`config.mk`:
```
export PLATFORM = sky130hd
export DESIGN_NAME = spi_master_gen_flat
export DESIGN_NICKNAME = d
export VERILOG_FILES = /design/src/rtl/spi_master_gen_if.sv /design/src/rtl/spi_master_gen.sv /design/src/flat_wrapper.sv
export SDC_FILE = /design/constraint.sdc
export NUM_CORES = 1
export LEC_CHECK = 0
export ABC_AREA = 1
export BUFFER_PORTS_ARGS = -buffer_cell sky130_fd_sc_hd__buf_2
export CELL_PAD_IN_SITES_DETAIL_PLACEMENT = 1
export CELL_PAD_IN_SITES_GLOBAL_PLACEMENT = 1
export CORE_MARGIN = 2
export CORE_UTILIZATION = 30
export CTS_CLUSTER_DIAMETER = 50
export DETAILED_ROUTE_END_ITERATION = 10
export PLACE_DENSITY = 0.65
export SYNTH_ARGS = -nofsm -noshare
export SYNTH_HDL_FRONTEND = slang
export SYNTH_SLANG_ARGS = --single-unit
```
`constraint.sdc`:
```
create_clock -name clkin -period 3.91 [get_ports clkin]
set_input_delay 0.782 -clock clkin [delete_from_list [all_inputs] [get_ports clkin]]
set_output_delay 0.782 -clock clkin [all_outputs]
set_load 0.005 [all_outputs]
```
`src/rtl/spi_master_gen_if.sv`:
```
// rtl/spi_master_gen_if.sv - command bus between the register block and the SPI master
interface spi_master_gen_if #(
    parameter int DATA_W = 16
) ();
    localparam int NB_W = $clog2(DATA_W + 1);

    logic              go;
    logic [DATA_W-1:0] data_i;
    logic [NB_W-1:0]   nbits;
    logic              busy;
    logic              done;
    logic [DATA_W-1:0] data_o;

    modport master (output go, data_i, nbits, input busy, done, data_o);
    modport slave  (input go, data_i, nbits, output busy, done, data_o);
endinterface

```
`src/rtl/spi_master_gen.sv`:
```
// rtl/spi_master_gen.sv - SPI master, 1..DATA_W bit words, four modes, MSB/LSB first, auto/manual CS
module spi_master_gen #(
    parameter int DATA_W = 16,
    parameter int DIV_W  = 8,
    parameter int CS_N   = 4,
    localparam int SEL_W = (CS_N > 1) ? $clog2(CS_N) : 1
) (
  input  logic              clkin,
  input  logic              rst,
  input  logic              cpol,
  input  logic              cpha,
  input  logic              lsb_first,
  input  logic              cs_pol,
  input  logic              auto_cs,
  input  logic              cs_man,
  input  logic [SEL_W-1:0]  cs_sel,
  input  logic [DIV_W-1:0]  clk_div,
  spi_master_gen_if.slave   bus,
  output logic              sclk,
  output logic              mosi,
  input  logic              miso,
  output logic [CS_N-1:0]   cs
);
  localparam int NB_W = $clog2(DATA_W + 1);

  localparam logic [1:0] IDLE  = 2'd0;
  localparam logic [1:0] SETUP = 2'd1;
  localparam logic [1:0] SHIFT = 2'd2;
  localparam logic [1:0] HOLD  = 2'd3;

  logic [1:0]        state;
  logic [DATA_W-1:0] tx_s;
  logic [DATA_W-1:0] rx;
  logic [DATA_W-1:0] data_o_r;
  logic [DATA_W-1:0] rx_bit;
  logic [NB_W-1:0]   n_s;
  logic [NB_W-1:0]   n_in;
  logic [NB_W-1:0]   cur_bit;
  logic [NB_W-1:0]   rx_pos;
  logic [NB_W:0]     half;
  logic [DIV_W-1:0]  div_s;
  logic [DIV_W-1:0]  div_cnt;
  logic [SEL_W-1:0]  sel_s;
  logic [SEL_W-1:0]  sel_now;
  logic              cpol_s, cpha_s, lsb_s, auto_s, pol_s;
  logic              sclk_r, mosi_r, done_r;
  logic              tick, last_bit, cs_on, pol_now;

  // Wire bit k of a word in transmit order (k=0 is the first bit on the line).
  function automatic logic pick(input logic [DATA_W-1:0] w, input logic [NB_W-1:0] n,
                                input logic lsb, input logic [NB_W-1:0] k);
    logic [NB_W-1:0]   p;
    logic [DATA_W-1:0] sh;
    p  = lsb ? k : n - k - NB_W'(1);
    sh = w >> p;
    return sh[0];
  endfunction

  assign n_in     = (bus.nbits == '0 || bus.nbits > NB_W'(DATA_W)) ? NB_W'(DATA_W) : bus.nbits;
  assign cur_bit  = half[NB_W:1];
  assign tick     = (div_cnt == div_s);
  assign last_bit = half[0] && (cur_bit == n_s - NB_W'(1));
  assign rx_pos   = lsb_s ? cur_bit : n_s - cur_bit - NB_W'(1);
  assign rx_bit   = {{(DATA_W-1){1'b0}}, miso} << rx_pos;

  always_ff @(posedge clkin or posedge rst) begin
    if (rst) begin
      state    <= IDLE;
      tx_s     <= '0;
      rx       <= '0;
      data_o_r <= '0;
      n_s      <= '0;
      half     <= '0;
      div_s    <= '0;
      div_cnt  <= '0;
      sel_s    <= '0;
      cpol_s   <= 1'b0;
      cpha_s   <= 1'b0;
      lsb_s    <= 1'b0;
      auto_s   <= 1'b0;
      pol_s    <= 1'b0;
      sclk_r   <= 1'b0;
      mosi_r   <= 1'b0;
      done_r   <= 1'b0;
    end else begin
      done_r <= 1'b0;
      case (state)
        IDLE: begin
          if (bus.go) begin
            state   <= SETUP;
            tx_s    <= bus.data_i;
            n_s     <= n_in;
            cpol_s  <= cpol;
            cpha_s  <= cpha;
            lsb_s   <= lsb_first;
            div_s   <= clk_div;
            sel_s   <= cs_sel;
            auto_s  <= auto_cs;
            pol_s   <= cs_pol;
            div_cnt <= '0;
            half    <= '0;
            rx      <= '0;
            sclk_r  <= cpol;
            // Mode 0/2 slaves sample on the first edge, so bit 0 must already be on the line.
            mosi_r  <= cpha ? 1'b0 : pick(bus.data_i, n_in, lsb_first, '0);
          end
        end
        SETUP: begin
          if (tick) begin
            div_cnt <= '0;
            state   <= SHIFT;
          end else begin
            div_cnt <= div_cnt + DIV_W'(1);
          end
        end
        SHIFT: begin
          if (tick) begin
            div_cnt <= '0;
            half    <= half + (NB_W+1)'(1);
            if (!half[0]) begin
              sclk_r <= ~cpol_s;
              if (!cpha_s) rx <= rx | rx_bit;
              else         mosi_r <= pick(tx_s, n_s, lsb_s, cur_bit);
            end else begin
              sclk_r <= cpol_s;
              if (cpha_s)         rx <= rx | rx_bit;
              else if (!last_bit) mosi_r <= pick(tx_s, n_s, lsb_s, cur_bit + NB_W'(1));
              if (last_bit) state <= HOLD;
            end
          end else begin
            div_cnt <= div_cnt + DIV_W'(1);
          end
        end
        default: begin
          if (tick) begin
            div_cnt  <= '0;
            state    <= IDLE;
            data_o_r <= rx;
            done_r   <= 1'b1;
          end else begin
            div_cnt <= div_cnt + DIV_W'(1);
          end
        end
      endcase
    end
  end

  // Manual CS stays live at all times; polarity and line index are frozen while busy.
  always_comb begin
    cs_on   = 1'b0;
    pol_now = cs_pol;
    sel_now = cs_sel;
    if (state == IDLE) begin
      cs_on = !auto_cs && cs_man;
    end else begin
      pol_now = pol_s;
      sel_now = sel_s;
      cs_on   = auto_s ? 1'b1 : cs_man;
    end
    cs = {CS_N{~pol_now}};
    if (cs_on) cs = cs ^ (CS_N'(1) << sel_now);
  end

  assign sclk       = (state == IDLE) ? cpol : sclk_r;
  assign mosi       = (state == IDLE) ? 1'b0 : mosi_r;
  assign bus.busy   = (state != IDLE);
  assign bus.done   = done_r;
  assign bus.data_o = data_o_r;
endmodule
```
`src/flat_wrapper.sv`:
```
// flat-port wrapper written by rule: the top's interface ports become plain ports
module spi_master_gen_flat 
#(
    parameter int DATA_W = 16,
    parameter int DIV_W  = 8,
    parameter int CS_N   = 4,
    localparam int SEL_W = (CS_N > 1) ? $clog2(CS_N) : 1
)
  (clkin, rst, cpol, cpha, lsb_first, cs_pol, auto_cs, cs_man, cs_sel, clk_div, sclk, mosi, miso, cs, bus_go, bus_data_i, bus_nbits, bus_busy, bus_done, bus_data_o);
  spi_master_gen_if #(.DATA_W(DATA_W)) bus_i ();
  input  logic clkin;
  input  logic rst;
  input  logic cpol;
  input  logic cpha;
  input  logic lsb_first;
  input  logic cs_pol;
  input  logic auto_cs;
  input  logic cs_man;
  input  logic [SEL_W-1:0] cs_sel;
  input  logic [DIV_W-1:0] clk_div;
  output logic sclk;
  output logic mosi;
  input  logic miso;
  output logic [CS_N-1:0] cs;
  input wire logic [$bits(bus_i.go)-1:0] bus_go;
  input wire logic [$bits(bus_i.data_i)-1:0] bus_data_i;
  input wire logic [$bits(bus_i.nbits)-1:0] bus_nbits;
  output wire logic [$bits(bus_i.busy)-1:0] bus_busy;
  output wire logic [$bits(bus_i.done)-1:0] bus_done;
  output wire logic [$bits(bus_i.data_o)-1:0] bus_data_o;
  assign bus_i.go = bus_go;
  assign bus_i.data_i = bus_data_i;
  assign bus_i.nbits = bus_nbits;
  assign bus_busy = bus_i.busy;
  assign bus_done = bus_i.done;
  assign bus_data_o = bus_i.data_o;
  spi_master_gen #(.DATA_W(DATA_W), .DIV_W(DIV_W), .CS_N(CS_N)) u_core (.clkin(clkin), .rst(rst), .cpol(cpol), .cpha(cpha), .lsb_first(lsb_first), .cs_pol(cs_pol), .auto_cs(auto_cs), .cs_man(cs_man), .cs_sel(cs_sel), .clk_div(clk_div), .bus(bus_i), .sclk(sclk), .mosi(mosi), .miso(miso), .cs(cs));
endmodule
```
==> flow_summary.json <==
{
  "status": "complete, no violations",
  "synthTopCellsByArea": "dfrtp_1 (42%), nand2_1 (10%), nand3_1 (8.5%)",
  "place_congestion": 0.836,
  "whs_ns": 0.481,
  "ioPinCount": 65,
  "drc": 0,
  "start_util_pct": 31.0,
  "cts-root-buf": "clkbuf_16",
  "leakagePower_uw": 0.00299,
  "gr-usage-all-layers_pct": 15.7,
  "fill_cells": 2085,
  "slowest_stage": "dfrtp_1",
  "slew_violations": 0,
  "cts_tree": "built",
  "port_buffers": 64,
  "arrival_ns": 2.15,
  "path_cells": "inv_1 > ha_1 > inv_2 > o21ai_1 > xor2_1 > buf_2",
  "finalSetupTns_ns": 0,
  "cts_htree_levels": 3,
  "antenna_found_initial": 0,
  "nets": 800,
  "final_common_cell": "nand2_1",
  "rows": 47,
  "synth_top_area_cell": "dfrtp_1",
  "worst-slew-pin-transition_ns": 0.975,
  "synth_seq_area_share_pct": 42.1,
  "core_sq_mm": 0.0167,
  "worst-path-buf-inv": 3,
  "power_uw": 4570,
  "synth_area_sq_mm": 0.00517,
  "startpoint_type": "register",
  "irDropWorstVdd_uv": 292,
  "grt_overflow": 0,
  "min_period_over_period_pct": 75.1,
  "criticalPathCategory": "register to primary output",
  "postSynthCellCount": 679,
  "die_h_microns": 135,
  "synth_cell_type_count": 35,
  "drt_wl_total_microns": 13600,
  "grt_pass1_vias": 4929,
  "synth_seq_cells": 87,
  "cp.required_ns": 3.13,
  "hpwl_microns": 10700,
  "critPathTopFamily": "flip-flops",
  "fin_worst_skew_ns": 0.0125,
  "clk_latency_ns": 0.35,
  "avgViaCountPerCell": 4.86,
  "drv_cap": 0,
  "postCtsSetupBuffers": 0,
  "setup_viol": 0,
  "critical_path_depth": 6,
  "yosysWarnings": 0,
  "mostFrequentLayoutCells": "nand2_1 (142), nand3_1 (88), inv_1 (87), dfrtp_1 (87), buf_2 (64)",
  "grt_pass1_wl_microns": 23300,
  "cts_resized": 0,
  "stdcell_count": 964,
  "timing.fmax_mhz": 341,
  "ant_nets": 0,
  "synth.area.mux_share_pct": 1.31,
  "synth_area_per_cell_sq_um": 7.61,
  "rsz0062_at_grt": "false",
  "drive_above_1_share_pct": 16.1,
  "finalHoldViolations": 0,
  "reg2reg_depth": 11,
  "cts.clk_slew.worst_paths_ns": 0.08,
  "ctsHoldBuffers": 0,
  "synth-xor-area-share_pct": 3.05,
  "grt_max_degree": 40,
  "dr.pass1.iters": 4,
  "routedWlPerCell_microns": 14.1,
  "syn-num-nets": 740,
  "hold_path.class": "register to register",
  "critPathMaxFanout": 9,
  "synthSimpleGateAreaFrac_pct": 28.6,
  "synth-compound-area-share_pct": 10.5,
  "die_x_microns": 135,
  "endpoint_kind": "primary output",
  "dieArea_sq_mm": 0.0183,
  "synth_top_family_by_area": "simple AND/OR/NAND/NOR gates",
  "dp_cells": 948,
  "finalCriticalPeriod_ns": 2.94,
  "critPathMaxStageDelay_ns": 0.42,
  "area_delta_synth_final_pct": 16.0,
  "first_iter_violations": 191,
  "p_per_area_mw_per_mm2": 762,
  "hold_path_depth": 2,
  "n_antenna_cell": 0,
  "synthAdderAreaFrac_pct": 5.13,
  "slew_headroom_pct": 34.9,
  "clock_path_buffers": 2,
  "clock-sinks": 87,
  "vias": 4684,
  "synth_top_cell_area_share_pct": 42.1,
  "numCtsBuffers": 9
}
[final cells by class]
| cell class | instances | area (sq um) | area share (%) |
|---|---|---|---|
| clock buffers | 9 | 225 | 3.76 |
| clock inverters | 7 | 65.1 | 1.08 |
| inverters | 102 | 384 | 6.41 |
| multi-input cells | 470 | 2510 | 41.9 |
| flip-flops and latches | 87 | 2180 | 36.3 |
| well taps | 220 | 275 | 4.59 |
| repair buffers | 69 | 358 | 5.97 |
[report_power, final]
group | internal (uW) | switching (uW)
registers | 1190 | 219
logic | 793 | 1530
clock network | 444 | 398
total | 2430 | 2150
[cell usage after synthesis]
master,count
o21ai_2,1
nand3_1,88
ha_1,18
nor2_2,1
a211oi_1,2
fa_1,2
buf_8,1
nand2_1,143
a31oi_1,1
xor2_1,11
nor2_8,1
o21a_1,1
nand3_2,4
o21ai_0,25
mux2_2,6
o21ai_1,23
inv_1,88
inv_2,14
clkbuf_1,10
o22ai_1,6
nor2_4,1
a21oi_1,42
nor3_1,6
buf_2,8
nor3b_1,2
nand2_4,2
buf_4,1
o31ai_1,1
nand3b_1,4
xnor2_1,7
nand2_2,3
dfrtp_1,87
nand4_1,20
o211a_1,1
nor2_1,48
[tightest hold or removal path, delay by kind of cell (launching register included)]
family,cells,cell delay (ns)
AND/OR/NAND/NOR,1,0.05
AO/OA/AOI/OAI,1,0.06
flip-flops,1,0.34
[state kept, by name, indices dropped and copies added, names as in the netlist, 2 cells and up]
signal	cells
u_core.bus.data_o	16
u_core.tx_s	16
u_core.state	2
u_core.rx	16
u_core.div_cnt	8
u_core.div_s	8
u_core.half	6
u_core.n_s	5
u_core.sel_s	2
[metal layers]
layer / GRT usage (%) / routed length (microns) / up-vias
met3: 2.92 / 484 / 18
met2: 27.9 / 6700 / 80
met5: 0 / 0 / -
li1: - / - / 2338
met4: 4.75 / 194 / 0
met1: 19.5 / 6220 / 2248
[metrics by stage]
stage	setup slack (ns)	cell area, sq um	utilization, %
2_1_floorplan	0.878	5170	-
3_3_place_gp	1.24	5710	34.2
3_5_place_dp	1.10	5710	34.2
4_1_cts	0.938	6000	35.9
5_1_grt	0.795	6000	35.9
6_report	0.975	6000	35.9
[worst paths after layout]
check,startpoint,end,slack (ns)
max,u_core.state[0],cs[2],0.97
min,u_core.sel_s[1],u_core.sel_s[1],0.48
max reg2reg,u_core.half[1],u_core.rx[7],1.34
min reg2reg,u_core.sel_s[1],u_core.sel_s[1],0.48
max in group asynchronous,rst,u_core.tx_s[8],2.62
min in group asynchronous,rst,u_core.div_s[6],0.49
[logic make-up after synthesis]
logic type                 count (synthesis)
DFF                                       87
buffers and inverters                    122
xor gates and xnor gates                  18
AOI/OAI and AO/OA                        103
and+or+nand+nor                          323
adders and majority gates                 20
muxes                                      6
Note: power is estimated with default switching activity, not from simulation.
